File: src/rtl/ppg_pkg.sv
// rtl/ppg_pkg.sv - shared types and defaults for the PPG FIFO read-side controller
// Contents:
//   PPG_WIDTH, PPG_DEPTH, PPG_BURST : default sample width, FIFO depth, burst length
//   ppg_ctrl_state_t                : read scheduler states
package ppg_pkg;

  localparam int PPG_WIDTH = 10;
  localparam int PPG_DEPTH = 32;
  localparam int PPG_BURST = 16;

  typedef enum logic [1:0] {
    IDLE    = 2'd0,
    ISSUE   = 2'd1,
    CAPTURE = 2'd2,
    HOLD    = 2'd3
  } ppg_ctrl_state_t;

endpackage

File: src/rtl/ppg_flush_timer.sv
// rtl/ppg_flush_timer.sv - idle counter that triggers a partial-burst flush
// Only instantiated when PPG_CTRL_TIMEOUT_EN is defined.
// Ports:
//   clk     : clock, rising edge
//   reset   : synchronous active-high reset
//   run     : count while high
//   clear   : synchronous clear, wins over run
//   expired : high while the count sits at TIMEOUT-1
module ppg_flush_timer #(
  parameter int TIMEOUT = 1024
) (
  input  logic clk,
  input  logic reset,
  input  logic run,
  input  logic clear,
  output logic expired
);

  localparam int CW = (TIMEOUT > 2) ? $clog2(TIMEOUT) : 1;

  logic [CW-1:0] count;

  assign expired = (count == CW'(TIMEOUT - 1));

  // Saturates at TIMEOUT-1 so a lingering run cannot wrap the counter.
  always_ff @(posedge clk) begin
    if (reset || clear) begin
      count <= '0;
    end else if (run && !expired) begin
      count <= count + CW'(1);
    end
  end

endmodule

File: src/rtl/ppg_fifo_ctrl.sv
// rtl/ppg_fifo_ctrl.sv - read-side burst scheduler for the PPG sample FIFO
// Optional feature: PPG_CTRL_TIMEOUT_EN builds the partial-flush timer.
// Ports:
//   clk, reset               : clock, synchronous active-high reset
//   sample_valid, sample_data: sensor sample strobe and data
//   fifo_wr_en, fifo_din     : FIFO write side, combinational pass-through
//   fifo_rd_en, fifo_dout    : FIFO read side, dout valid one cycle after rd_en
//   fifo_full, fifo_empty    : FIFO flags
//   m_valid, m_ready, m_data, m_last : output sample stream
//   overrun                  : pulse the cycle after a write lands on a full FIFO
//   level                    : FIFO occupancy mirrored by this block
module ppg_fifo_ctrl
  import ppg_pkg::*;
#(
  parameter int WIDTH   = PPG_WIDTH,
  parameter int DEPTH   = PPG_DEPTH,
  parameter int BURST   = PPG_BURST,
  parameter int TIMEOUT = 1024
) (
  input  logic                   clk,
  input  logic                   reset,
  input  logic                   sample_valid,
  input  logic [WIDTH-1:0]       sample_data,
  output logic                   fifo_wr_en,
  output logic [WIDTH-1:0]       fifo_din,
  output logic                   fifo_rd_en,
  input  logic [WIDTH-1:0]       fifo_dout,
  input  logic                   fifo_full,
  input  logic                   fifo_empty,
  output logic                   m_valid,
  input  logic                   m_ready,
  output logic [WIDTH-1:0]       m_data,
  output logic                   m_last,
  output logic                   overrun,
  output logic [$clog2(DEPTH):0] level
);

  localparam int LW = $clog2(DEPTH) + 1;

  ppg_ctrl_state_t state, state_nxt;
  logic [LW-1:0]   remaining, remaining_nxt;
  logic            collision;
  logic            timer_fire;

  // The mirrored level already tells us when data is present.
  logic unused_empty;
  assign unused_empty = fifo_empty;

  assign fifo_wr_en = sample_valid;
  assign fifo_din   = sample_data;

  // A write on a full FIFO advances its read pointer (overwrite), so a read
  // in the same cycle would advance it twice; such reads are deferred.
  assign collision = sample_valid && fifo_full;

`ifdef PPG_CTRL_TIMEOUT_EN
  logic idle_run;
  assign idle_run = (state == IDLE) && (level != '0);

  ppg_flush_timer #(
    .TIMEOUT(TIMEOUT)
  ) u_flush_timer (
    .clk    (clk),
    .reset  (reset),
    .run    (idle_run),
    .clear  (!idle_run),
    .expired(timer_fire)
  );
`else
  logic [31:0] unused_timeout;
  assign unused_timeout = 32'(TIMEOUT);
  assign timer_fire     = 1'b0;
`endif

  assign m_valid = (state == HOLD);
  assign m_last  = m_valid && (remaining == LW'(1));

  always_comb begin
    state_nxt     = state;
    remaining_nxt = remaining;
    fifo_rd_en    = 1'b0;
    unique case (state)
      IDLE: begin
        if (level >= LW'(BURST)) begin
          remaining_nxt = LW'(BURST);
          state_nxt     = ISSUE;
        end else if (timer_fire && (level != '0)) begin
          remaining_nxt = level;
          state_nxt     = ISSUE;
        end
      end
      ISSUE: begin
        fifo_rd_en = !collision;
        if (!collision) begin
          state_nxt = CAPTURE;
        end
      end
      CAPTURE: begin
        state_nxt = HOLD;
      end
      HOLD: begin
        if (m_ready) begin
          remaining_nxt = remaining - LW'(1);
          state_nxt     = (remaining == LW'(1)) ? IDLE : ISSUE;
        end
      end
      default: begin
        state_nxt = IDLE;
      end
    endcase
  end

  always_ff @(posedge clk) begin
    if (reset) begin
      state     <= IDLE;
      remaining <= '0;
      m_data    <= '0;
      overrun   <= 1'b0;
      level     <= '0;
    end else begin
      state     <= state_nxt;
      remaining <= remaining_nxt;
      overrun   <= collision;
      if (state == CAPTURE) begin
        m_data <= fifo_dout;
      end
      // A write on a full FIFO displaces a sample, so occupancy is unchanged.
      if (fifo_wr_en && !fifo_full && !fifo_rd_en) begin
        level <= level + LW'(1);
      end else if (fifo_rd_en && !fifo_wr_en) begin
        level <= level - LW'(1);
      end
    end
  end

endmodule
File: config.mk
export PLATFORM = sky130hd
export DESIGN_NAME = ppg_fifo_ctrl
export DESIGN_NICKNAME = d
export VERILOG_FILES = /design/src/rtl/ppg_pkg.sv /design/src/rtl/ppg_flush_timer.sv /design/src/rtl/ppg_fifo_ctrl.sv
export SDC_FILE = /design/constraint.sdc
export NUM_CORES = 1
export LEC_CHECK = 0
export ABC_AREA = 1
export BUFFER_PORTS_ARGS = -buffer_cell sky130_fd_sc_hd__buf_2
export CAP_MARGIN = 10
export CORE_MARGIN = 2
export CORE_UTILIZATION = 47
export CTS_BUF_LIST = sky130_fd_sc_hd__clkbuf_4 sky130_fd_sc_hd__clkbuf_8 sky130_fd_sc_hd__clkbuf_16
export CTS_CLUSTER_SIZE = 20
export DETAILED_ROUTE_END_ITERATION = 10
export PLACE_DENSITY = 0.78
export SETUP_SLACK_MARGIN = 0.02
export SLEW_MARGIN = 30
export SYNTH_ARGS = -nofsm -noshare
export SYNTH_HDL_FRONTEND = slang
export SYNTH_SLANG_ARGS = --single-unit
File: constraint.sdc
create_clock -name clk -period 2.2 [get_ports clk]
set_input_delay 0.22 -clock clk [delete_from_list [all_inputs] [get_ports clk]]
set_output_delay 0.22 -clock clk [all_outputs]
set_load 0.01 [all_outputs]
==> results of run 1 <==
## power breakdown
group          internal [mW]  switching [mW]
clock network         0.0694           0.145
registers              0.597           0.110
logic                  0.412           0.617
total                   1.08           0.872
## cell usage after synthesis, drive strengths merged
master	n	share of area, %
fa	1	1.4
nor2	37	11
or2	1	0.45
a21o	1	0.54
ha	11	9.9
inv	22	5.9
buf	12	6.2
a21oi	14	5.3
xor2	1	0.63
nand3	11	4.9
xnor2	2	1.3
clkinv	1	0.27
clkbuf	1	0.27
dfxtp	25	36
o21ai	18	6.8
o21bai	2	1.1
nand2	30	8.5
## cells by family (layout without fill, tap and decap cells)
kind of cell / count (synthesis) / count (layout) / synth area share, %
compound gates: 35 / 35 / 13.69
xor+xnor: 3 / 3 / 1.892
fa+ha+maj: 12 / 12 / 11.35
buf+inv: 36 / 62 / 12.70
flops: 25 / 25 / 36.04
simple gates: 79 / 79 / 24.32
## placed cells by master (no fill, tap or decap), types with 10 or more instances in the layout
master and n:
a21oi_1 13, buf_2 35, dfxtp_1 24, ha_1 11, inv_1 20, nand2_1 27, nand3_1 10, nor2_1 36
o21ai_0 17
## state kept, by name, indices dropped and copies added, names as in the netlist
| signal | cells |
|---|---|
| state | 2 |
| overrun | 1 |
| m_data | 10 |
| level | 6 |
| remaining | 6 |
## metrics by stage
| step | power (mW) | util (%) |
|---|---|---|
| after floorplan | 1.515 | - |
| after global placement | 1.723 | 54.39 |
| after detailed placement | 1.741 | 54.39 |
| after CTS | 1.956 | 55.47 |
| after global routing | 2.173 | 55.60 |
| final | 1.950 | 55.60 |
## worst register-to-register path: stages, from the launching register on
cell and delay, ns:
dfxtp_2 0.38, inv_1 0.08, ha_1 0.22, inv_1 0.09, nand2_2 0.13, fa_1 0.43
a21oi_1 0.16, o21bai_1 0.09, nand2_1 0.06, nand2_1 0.04, o21bai_1 0.11, inv_1 0.04
## final cells by class
cell class	count	share of cell area [%]
clock buffers	3	1.456
repair buffers	35	11.33
clock inverters	1	0.4854
flip-flops and latches	25	32.44
multi-input cells	129	46.20
well taps	31	2.508
inverters	23	5.583
## timing repair
| action | CTS | global route |
|---|---|---|
| hold buffers | 0 | 0 |
| endpoints found under the setup margin | 0 | 2 |
| resized for setup | 0 | 2 |
| hold endpoints to repair | 0 | 0 |
## metal layers
| layer | routed length (um) | share of wire (%) | up-vias |
|---|---|---|---|
| li1 | - | - | 642 |
| met1 | 1310 | 51 | 488 |
| met2 | 1054 | 41 | 32 |
| met3 | 153 | 6.0 | 10 |
| met4 | 35 | 1.4 | 0 |
| met5 | 0 | 0 | - |
## worst max-delay path by stage
stage,startpoint,endpoint,slack [ns],cells after the start
6_report,state[1],level[4],0.26,11
5_1_grt,state[1],level[4],0.04,11
4_1_cts,state[1],level[4],0.11,11
3_5_place_dp,state[1],level[4],0.14,11
3_3_place_gp,state[1],level[4],0.14,11
2_1_floorplan,state[1],level[4],0.33,11
==> metrics.md, run 1 <==
| Metric | Value |
|---|---|
| Largest net degree at the start of global routing | 19 |
| Hold_ws | 0.1052 ns |
| Initial core utilization | 49.93% |
| Worst Hold Path EP | m_data[8] |
| CTS tree | yes |
| RSZ-0062 raised after global routing | false |
| R2r endpoint | level[4] |
| Fmax | 515.1 MHz |
| Num ports | between 50 and 60 |
| Synthesis Warnings | 0 |
| Final cell count without fillers | about 250 |
| First-pass DRT Iterations | 4 |
| Slew @ Worst Pin | 0.4996 ns |
| CTS max path bufs | 2 |
| Drt total wl | 2554 um |
| Largest delay share family, worst path | adder cells |
| WP buf/inv | 3 |
| Placed inst area | 1513 sq um |
| Number of max-cap violations | 0 |
| First-pass GRT wire length | approximately 4500 um |
| Final period util | 88.25% |
| Hold path startpoint | fifo_dout[8] |
| Mapped Area | around 1400 sq um |
| Post-Place Cells | 243 |
| CTS Root Cell | clkbuf_4 |
| Initial antenna violation count | 0 |
| Clock transition at path regs | roughly 0.15 ns |
| Post-layout nets | approximately 260 |
| CP endpoint kind | register |
| Register area share after synthesis | a little over a third |
| Global Route Usage Sum | 16.91% |
| Die height | roughly 60 um |
| Max VDD drop | 746.5 uV |
| H-tree lvl count | 1 |
| Worst r2r src | state[1] |
| R2R setup slack | 0.26 ns |
| Leak pwr | between 0.8 and 0.9 nW |
| Crit Path Class | register to register |
| GR Layer Usage met2 | about a quarter |
| Layout Cell Area excl Fill | approximately 1500 sq um |
| Setup TNS | 0 ns |
| Slew Limit Fails | 0 |
| Final ANT Viol Nets | 0 |
| Share of cells above drive strength 1 | between 20% and 30% |
| Hold path cells | 3 |
| Critical-path cell list | inv_1, ha_1, inv_1, nand2_2, fa_1, a21oi_1, o21bai_1, nand2_1, nand2_1, o21bai_1, inv_1 |
| WL/cell | 10.34 um |
| Post-route DRC | 0 |
| Register area | 501.7 sq um |
| Die Wd | between 50 and 60 um |
| Iteration-0 DRC Markers | 21 |
| Worst path required time | 2.43 ns |
| Buffer count from post-CTS setup fixing | 0 |
| Worst Hold Class | input port to register |
| Vias in the first global route | 1,017 |
| Synthesized net count | 228 |
| Status | completed |
| Setup Viol. Count Final | 0 |
| Tmin final | approximately 1.9 ns |
| Crit path largest cell delay | 0.43 ns |
| Clk Latency, worst-skew pair | 0.32 ns |
| WP data arrival | 2.17 ns |
| Port bufs | 35 |
| Worst Setup Slack post-DPL | 0.1419 ns |
| GRT Residual Overflow | 0 |
| Power Density | 1261 nW/um^2 |
| Fillcell total | around 270 |
| Most common cell on crit path | inv_1 |
| Worst setup SP type | register |
| Die area | 3406 sq um |
| Final hold violations | 0 |
| Met3 usage | 2.857% |
| FF+latch count, synth | 25 |
| Ant. Diodes | 0 |
| Netlist cell types | 24 |
| CTS Sinks | 25 |
| Post-DP HPWL | 1863 um |
| Met1 Usage GRT | 24.41% |
| CTS buffer count | 3 |
| Slowest cell on the critical path | fa_1 |
| Mean Syn Cell Area | approximately 7.3 sq um |
| Worst Skew | ~0.0087 ns |
| Area Overhead vs Synth | 11.35% |
| DR vias | 1,172 |
| Core Box Area | 2781 sq um |
| Max_slew headroom | 66.66% |
| Post-synthesis cell count | 190 |
| Vias per cell | 4.745 |
| Row count | 19 |
| Reg2Reg Depth | 11 |
| Gpl congestion | 0.7803 |
| Area of the multi-input gates | 714.4 sq um |
| Slack of the critical path | 0.2585 ns |
| Busiest grt layer | met2 |
| CP Max Fanout | 8 |
Note: power is estimated with default switching activity, not from simulation.
==> run 2, diff against run 1 <==
--- a/config.mk
+++ b/config.mk
@@ -13,6 +13,7 @@
 export CTS_BUF_LIST = sky130_fd_sc_hd__clkbuf_4 sky130_fd_sc_hd__clkbuf_8 sky130_fd_sc_hd__clkbuf_16
 export CTS_CLUSTER_SIZE = 20
 export DETAILED_ROUTE_END_ITERATION = 10
+export HOLD_SLACK_MARGIN = 0.12
 export PLACE_DENSITY = 0.78
 export SETUP_SLACK_MARGIN = 0.02
 export SLEW_MARGIN = 30
==> metrics.md, run 2 (same netlist as run 1, synthesis figures left out) <==
| Metric | Value |
|---|---|
| Largest register FFs | 10 |
| Status | completed |
| Vias in the first global route | 1,043 |
| Slack of the critical path | between 0.2 and 0.3 ns |
| CTS Root Cell | clkbuf_4 |
| CTS max path bufs | 2 |
| Port bufs | 35 |
| DR vias | 1,220 |
| Biggest regs | m_data: 10 flops, level: 6 flops, remaining: 6 flops |
| CTS Sinks | 25 |
| Power Density | roughly 1200 nW/um^2 |
| WL/cell | 10.79 um |
| Worst setup path endpoint | level[4] |
| Number of max-cap violations | 0 |
| Die height | between 50 and 60 um |
| First-pass GRT wire length | 4857 um |
| Worst Skew | 0.005195 ns |
| Die area | approximately 3400 sq um |
| Slew @ Worst Pin | 0.4983 ns |
| Reg2Reg Depth | 11 |
| RSZ-0062 raised after global routing | false |
| GRT Residual Overflow | 0 |
| Worst r2r src | state[1] |
| Core Box Area | roughly 2800 sq um |
| Crit Path Class | register to register |
| Overall Power | slightly below 2 mW |
| Largest net degree at the start of global routing | 19 |
| CTS tree | yes |
| WP data arrival | 2.17 ns |
| Global Route Usage Sum | approximately 19% |
| Ant. Diodes | 0 |
| Setup Viol. Count Final | 0 |
| Final hold violations | 0 |
| Row count | 19 |
| CP endpoint kind | register |
| Leak pwr | 0.8600 nW |
| Max VDD drop | 750.9 uV |
| Reg with most FFs | m_data |
| Initial core utilization | 49.93% |
| Most frequent cells in the layout | nor2_1, buf_2, nand2_1 |
| R2r endpoint | level[4] |
| Buffer count from post-CTS setup fixing | 0 |
| Post-route DRC | 0 |
| Initial antenna violation count | 0 |
| Worst setup SP type | register |
| H-tree lvl count | 1 |
| First-pass DRT Iterations | 4 |
| Iteration-0 DRC Markers | 17 |
| Final period util | between 80% and 90% |
| Leading cell type in the layout, fill and taps excluded | nor2_1 |
| CP Max Fanout | 8 |
| Tmin final | 1.936 ns |
| Vias per cell | 4.747 |
| Worst Hold Class | input port to register |
| Post-Place Cells | 243 |
| Max_slew headroom | about two thirds |
| Post-DP HPWL | 1863 um |
| Setup TNS | 0 ns |
| Fmax | 516.4 MHz |
| Worst Setup Slack post-DPL | between 0.1 and 0.15 ns |
| Worst path required time | ~2.4 ns |
| Post-layout nets | ~270 |
| Num ports | 57 |
| Share of cells above drive strength 1 | between 20% and 30% |
| Crit. Startpoint | state[1] |
| Final cell count without fillers | 257 |
| R2R setup slack | 0.26 ns |
| Hold_ws | about 0.14 ns |
| CTS buffer count | 3 |
| Final ANT Viol Nets | 0 |
| Clk Latency, worst-skew pair | 0.32 ns |
| Slew Limit Fails | 0 |
| Die Wd | between 50 and 60 um |
| Gpl congestion | about 0.78 |
| Area Overhead vs Synth | 18.56% |
| Clock transition at path regs | 0.15 ns |
| Drt total wl | 2774 um |
## run 2: cell count changes in the layout (fill, tap and decap cells not counted), sizes merged
cell	delta
dlygate4sd3	+10
## run 2: repair_timing
action | CTS | global route
endpoints found under the hold margin | 9 | 4
setup endpoints to repair | 0 | 2
resized for setup | 0 | 2
hold buffers | 9 | 1
## run 2: per-stage QoR
step | utilization [%] | instance area [sq um]
floorplan | - | 1389
global placement | 54.39 | 1513
detailed placement | 54.39 | 1513
CTS | 58.70 | 1633
global route | 59.20 | 1647
finish | 59.20 | 1647
## run 2: area by class of cell
type                       count  area [sq um]
fill                         255          1135
multi-input combinational    129         714.4
sequential                    25         501.7
timing repair buffer          45         275.3
inverter                      23         86.33
tap                           31         38.79
clock buffer                   3         22.52
clock inverter                 1         7.507
## run 2: report_power, final
| group | internal, mW | total [mW] | switching [mW] |
|---|---|---|---|
| clock | 0.0694 | 0.215 | 0.146 |
| combinational | 0.424 | 1.05 | 0.628 |
| sequential | 0.597 | 0.707 | 0.110 |
## run 2: layer usage
metal | share of wire [%] | up-vias | wire length, um | track usage, %
met4 | 1.3 | 0 | 35 | 6.312
met2 | 43 | 30 | 1203 | 28.89
met5 | 0 | - | 0 | 0
li1 | - | 664 | - | -
met3 | 5.8 | 10 | 160 | 3.516
met1 | 50 | 516 | 1374 | 25.94
## run 2: worst max-delay path, cell delays in order, from the launching register on
cell and delay [ns]:
dfxtp_2 0.38, inv_1 0.08, ha_1 0.22, inv_1 0.09, nand2_2 0.13, fa_1 0.43, a21oi_1 0.16, o21bai_1 0.09
nand2_1 0.06, nand2_1 0.04, o21bai_1 0.11, inv_1 0.04
## run 2: worst min-delay path by stage
stage                        start            to  slack, ns  cells after the start
floorplan                    reset  remaining[0]       0.29                      1
global placement      fifo_dout[7]     m_data[7]       0.44                      3
detailed placement  sample_data[6]   fifo_din[6]       0.44                      0
CTS                          reset  remaining[4]       0.12                      2
global route          fifo_dout[9]     m_data[9]       0.15                      3
finish                fifo_dout[9]     m_data[9]       0.14                      3
